===== src/rtl/axis_frame_deframer.sv =====
// rtl/axis_frame_deframer.sv - ChaCha20 receive-side frame deframer (28-word header or 16-word data-only frames)
// Optional frame/error counters are built when DEFRAME_STATS_EN is defined.
module axis_frame_deframer (
   input  logic         deframe_clk,
   input  logic         deframe_reset,
   input  logic         s_axis_valid,
   input  logic [31:0]  s_axis_data,
   input  logic         s_axis_last,
   output logic         s_axis_ready,
   input  logic         hdr_en,
   input  logic         frame_ready,
   output logic         frame_valid,
   output logic         frame_err,
   output logic [255:0] frame_key,
   output logic [63:0]  frame_nonce,
   output logic [63:0]  frame_counter,
   output logic [511:0] frame_data
`ifdef DEFRAME_STATS_EN
   ,
   output logic [15:0]  frame_count,
   output logic [15:0]  err_count
`endif
);

   localparam logic [1:0] ST_COLLECT = 2'd0;
   localparam logic [1:0] ST_DRAIN   = 2'd1;
   localparam logic [1:0] ST_HOLD    = 2'd2;

   logic [1:0]   r_state;
   logic [4:0]   r_idx;
   logic         r_mode;
   logic         r_ready;
   logic         r_valid;
   logic         r_err;
   logic [255:0] r_key;
   logic [63:0]  r_nonce;
   logic [63:0]  r_counter;
   logic [511:0] r_data;

   logic         w_accept;
   logic         w_mode;
   logic [4:0]   w_last_idx;
   logic         w_release;
   logic         w_write;

   assign w_accept   = s_axis_valid & r_ready;
   // The first beat decides the frame format; later beats use the latched copy.
   assign w_mode     = (r_idx == 5'd0) ? hdr_en : r_mode;
   assign w_last_idx = w_mode ? 5'd27 : 5'd15;
   assign w_release  = (r_state == ST_HOLD) & frame_ready;
   assign w_write    = (r_state == ST_COLLECT) & w_accept;

   always_ff @(posedge deframe_clk or posedge deframe_reset) begin
      if (deframe_reset) begin
         r_state <= ST_COLLECT;
         r_idx   <= 5'd0;
         r_mode  <= 1'b0;
         r_ready <= 1'b0;
         r_valid <= 1'b0;
         r_err   <= 1'b0;
      end else begin
         case (r_state)
            ST_COLLECT: begin
               r_ready <= 1'b1;
               if (w_accept) begin
                  r_idx <= r_idx + 5'd1;
                  if (r_idx == 5'd0)
                     r_mode <= hdr_en;
                  if (s_axis_last) begin
                     r_state <= ST_HOLD;
                     r_ready <= 1'b0;
                     r_valid <= 1'b1;
                     r_err   <= (r_idx != w_last_idx);
                  end else if (r_idx == w_last_idx) begin
                     r_state <= ST_DRAIN;
                  end
               end
            end
            ST_DRAIN: begin
               r_ready <= 1'b1;
               if (w_accept && s_axis_last) begin
                  r_state <= ST_HOLD;
                  r_ready <= 1'b0;
                  r_valid <= 1'b1;
                  r_err   <= 1'b1;
               end
            end
            ST_HOLD: begin
               if (frame_ready) begin
                  r_state <= ST_COLLECT;
                  r_idx   <= 5'd0;
                  r_mode  <= 1'b0;
                  r_ready <= 1'b1;
                  r_valid <= 1'b0;
                  r_err   <= 1'b0;
               end
            end
            default: begin
               r_state <= ST_COLLECT;
               r_idx   <= 5'd0;
               r_ready <= 1'b0;
               r_valid <= 1'b0;
               r_err   <= 1'b0;
            end
         endcase
      end
   end

   // Slots are cleared on release so an early-terminated frame reads zero past its last word.
   always_ff @(posedge deframe_clk or posedge deframe_reset) begin
      if (deframe_reset) begin
         r_key     <= '0;
         r_nonce   <= '0;
         r_counter <= '0;
         r_data    <= '0;
      end else if (w_release) begin
         r_key     <= '0;
         r_nonce   <= '0;
         r_counter <= '0;
         r_data    <= '0;
      end else if (w_write) begin
         for (int k = 0; k < 8; k++) begin
            if (w_mode && (r_idx == 5'(k)))
               r_key[255 - 32*k -: 32] <= s_axis_data;
         end
         for (int k = 0; k < 2; k++) begin
            if (w_mode && (r_idx == 5'(k + 8)))
               r_nonce[63 - 32*k -: 32] <= s_axis_data;
            if (w_mode && (r_idx == 5'(k + 10)))
               r_counter[63 - 32*k -: 32] <= s_axis_data;
         end
         for (int k = 0; k < 16; k++) begin
            if (r_idx == (w_mode ? 5'(k + 12) : 5'(k)))
               r_data[511 - 32*k -: 32] <= s_axis_data;
         end
      end
   end

`ifdef DEFRAME_STATS_EN
   logic [15:0] r_frame_count;
   logic [15:0] r_err_count;

   always_ff @(posedge deframe_clk or posedge deframe_reset) begin
      if (deframe_reset) begin
         r_frame_count <= 16'd0;
         r_err_count   <= 16'd0;
      end else if (w_release) begin
         if (r_err)
            r_err_count <= r_err_count + 16'd1;
         else
            r_frame_count <= r_frame_count + 16'd1;
      end
   end

   assign frame_count = r_frame_count;
   assign err_count   = r_err_count;
`endif

   assign s_axis_ready  = r_ready;
   assign frame_valid   = r_valid;
   assign frame_err     = r_err;
   assign frame_key     = r_key;
   assign frame_nonce   = r_nonce;
   assign frame_counter = r_counter;
   assign frame_data    = r_data;

endmodule


===== config.mk =====
export PLATFORM = sky130hd
export DESIGN_NAME = axis_frame_deframer
export DESIGN_NICKNAME = d
export VERILOG_FILES = /design/src/rtl/axis_frame_deframer.sv
export SDC_FILE = /design/constraint.sdc
export NUM_CORES = 2
export LEC_CHECK = 0
export ABC_AREA = 0
export CORE_AREA = 5 5 357 359
export CTS_CLUSTER_DIAMETER = 60
export DETAILED_ROUTE_END_ITERATION = 8
export DIE_AREA = 0 0 362 364
export DONT_BUFFER_PORTS = 1
export GPL_ROUTABILITY_DRIVEN = 0
export GPL_TIMING_DRIVEN = 0
export PLACE_DENSITY = 0.49
export SLEW_MARGIN = 20
export SYNTH_ARGS = -nofsm -noshare
export SYNTH_HDL_FRONTEND = slang
export SYNTH_SLANG_ARGS = --single-unit

===== constraint.sdc =====
create_clock -name deframe_clk -period 81 [get_ports deframe_clk]
set_clock_uncertainty 0.05 [all_clocks]
set_input_delay 8.1 -clock deframe_clk [delete_from_list [all_inputs] [get_ports deframe_clk]]
set_output_delay 8.1 -clock deframe_clk [all_outputs]
set_load 0.005 [all_outputs]

==> results.md <==
* Remaining global-route overflow at 0
* Min-delay worst type: reg2reg
* Post-Route Setup TNS at 0 ns
* Number of max-cap violations at 0
* Distinct cell type count after synthesis at 53
* Slew HR at 0.2175
* Seq/Total Area, Yosys at 0.6450
* Buffers & Inverters on Critical Path at 4
* Adder-Cell Fraction of Synth Area at 0.001422
* Final antenna-violating net count at 0
* Top Metal Used: met5
* RSZ-0062 raised after global routing: no
* Wire per inst at 34.03 um
* HPWL after DPL at 131.4 mm
* Largest family of logic cells by synthesized area: simple AND/OR/NAND/NOR gates
* Crit path DAT at 10.68 ns
* CTS sink cnt at 907
* Clock Latency Late Sink at 0.74 ns
* H-tree levels at 3
* Port Buffers at 0
* Synth Area in Compound Gates at 0.1209
* Util after Layout at 0.3343
* CP required at 81.52 ns
* Setup CP Type: in2reg
* Area delta synth->final at 17.31%
* Net Count, Synth at 3,428
* Initial DRC count at 2,541
* First-pass GRT wire length at 241.1 mm
* CP cell instances: inv_1 > or2_2 > clkbuf_1 > clkbuf_1 > nand2_1 > clkbuf_1 > o21ai_0
* Synth Register Bits at 907
* Clock slew at reported path FFs at 0.06 ns
* Top delay family on crit path: buffers and inverters
* FP Rows at 129
* DP Cell Count at 5,036
* DIE WIDTH at 362 um
* PostCTS Resize Cnt at 0
* Outcome: completed
* Pin count of the biggest net entering global routing at 104
* CTS max path bufs at 3
* Average size of a mapped cell at 10.39 um^2
* Power Dens Cells at 31.34 nW/um^2
* Final cell count without fillers at 5,243
* Inserted Clock Buffers at 108
* Final period util at 0.1255
* Start point of the worst hold path: frame_key[197]
* Worst Tran Pin Value at 1.170 ns
* Async SR Flop Fraction at 1.000
* Via Count at 28,260
* Slowest-stage cell, CP: clkbuf_1
* Final WL at 178.4 mm
* Drt first pass iters at 5
* Max rail drop VDD at 0.02086 mV
* Cells after Synth at 3,386
* Synth Area in XOR/XNOR at 0
* Post-synthesis simple-gate area fraction at 0.1522
* Crit end category: register
* Final Hold Viols at 0
* Mux share of post-synthesis cell area at 0.03673
* CTS tree: yes
* Setup violations, final at 0
* Dominant synthesized flop cell: dfrtp_1
* Number of synthesized flops with an enable pin at 0
* Core ar. at 123,500 um^2
* Vias per Instance at 5.390
* Static Leak at 18.96 nW
* Tmin final at 10.17 ns
* WHS at 0.4756 ns
* CP startpoint: frame_ready
* Starting Density at 0.2850
* GRT Resource Usage Total at 0.2604
* Max incr delay on CP at 0.78 ns
* Largest fanout on the critical path at 10
* DRC viols at 0
* Critical path launch point type: input pin
* Slew Limit Fails at 0
* Nets at 3,551
* Number of global-route vias before repair at 26,950
* WL met1 at 66.89 mm
* # hold bufs at CTS at 0
* Ys Warns at 0
* Num ports at 937
* Worst R2R Start: r_state[0]
* Metal3 WL at 18.50 mm
* Die height at 364 um
* Initial antenna violation count at 14
* Top achievable clock speed at 98.35 MHz
* Layout cells sized above 1 at 0.09394
* Root Driver: clkbuf_16
* Cell mode on critical path: clkbuf_1
* Cell Area, Synth at 35,190 um^2
* Metal2 WL at 86.83 mm
* Die ar. at 131,800 um^2
* Setup bufs post-CTS at 0
-- cell families (layout without fill, tap and decap cells) --
logic type / Yosys count / count (layout)
compound gates: 809 / 809
buf+inv: 351 / 563
other cells: 0 / 8
mux: 129 / 129
flops: 907 / 907
simple gates: 1186 / 1186
fa+ha+maj: 4 / 4
-- routing by layer --
metal / vias to the layer above / track usage
met2: 1266 / 0.4365
met4: 2 / 0.08755
met5: - / 0
li1: 11930 / -
met1: 14800 / 0.3069
met3: 269 / 0.1015
-- synth_stat cells, types with 3 or more instances --
cell         n  area, um^2
a21oi_1    131       655.6
a31oi_1      4       25.02
and2_1       5       31.28
and3_1       5       31.28
and3b_1      3       26.28
buf_1        7       26.28
buf_2      111       555.5
buf_4        4       30.03
buf_6        9       101.4
clkbuf_1   213       799.5
dfrtp_1    907       22700
ha_1         4       50.05
inv_1        6       22.52
mux2i_1    128        1281
nand2_1    546        2049
nand3_1    585        2928
nand4_1     12       75.07
nor2_1       6       22.52
nor2b_1      8       50.05
o2111ai_4    3       78.83
o211ai_1     5       37.54
o211ai_2     4       50.05
o21ai_0    594        2973
o21ai_1     49       245.2
o22ai_1      5       31.28
-- power by group --
group / switching (W) / internal, W / total [W] / leakage (nW)
clock network: 0.000212 / 0.000299 / 0.000511 / 1.84
logic: 0.000116 / 0.0000494 / 0.000165 / 4.57
registers: 0.0000918 / 0.000525 / 0.000617 / 12.6
-- sequential cells by signal, indices dropped and copies added, names as in the netlist --
name	count
r_idx	5
frame_counter	64
frame_data	512
frame_key	256
r_state	2
r_mode	1
s_axis_ready	1
frame_err	1
frame_nonce	64
frame_valid	1
-- cell usage in the layout, fill, tap and decap left out, types with 8 or more instances in the layout --
master / instances
a21oi_1: 131
buf_2: 111
bufinv_16: 9
diode_2: 8
o21ai_1: 49
mux2i_1: 128
nand2_1: 546
dfrtp_1: 907
inv_8: 8
clkbuf_1: 231
clkbuf_8: 24
buf_16: 9
nor2b_1: 8
clkbuf_16: 108
buf_6: 9
clkinv_2: 16
nand3_1: 585
o21ai_0: 594
nand4_1: 12
-- stage by stage --
stage                     worst slack, ns  area (um^2)  total power [W]
after CTS                           70.78        41260         0.001304
final                               70.83        41280         0.001294
after floorplan                     47.35        35190        0.0006853
after global routing                70.69        41260         0.001345
after detailed placement            69.97        37530        0.0007939
after global placement              35.42        37240        0.0007885
-- worst min-delay path: stages (launching register included) --
cell and delay, ns:
dfrtp_1 0.36, nand3_1 0.07, o21ai_0 0.06
-- cell type report --
| class | count | area (um^2) |
|---|---|---|
| well taps | 1637 | 2048 |
| diodes | 8 | 20.02 |
| multi-input cells | 2128 | 10950 |
| plain buffers | 345 | 1518 |
| inverters | 6 | 30.03 |
| repair buffers | 13 | 285.3 |
| fillers | 12640 | 82190 |
| flip-flops and latches | 907 | 22700 |
| clock inverters | 49 | 629.4 |
| clock buffers | 150 | 3100 |
-- final timing paths --
check	cells after the start	end	slack, ns
max in group asynchronous	3	frame_data[368]	72.07
max	7	frame_key[208]	70.83
min	2	frame_key[197]	0.48
min reg2reg	2	frame_key[197]	0.48
min in group asynchronous	1	frame_counter[58]	7.27
max reg2reg	7	frame_key[208]	77.60
(Power assumes the default switching activity.)
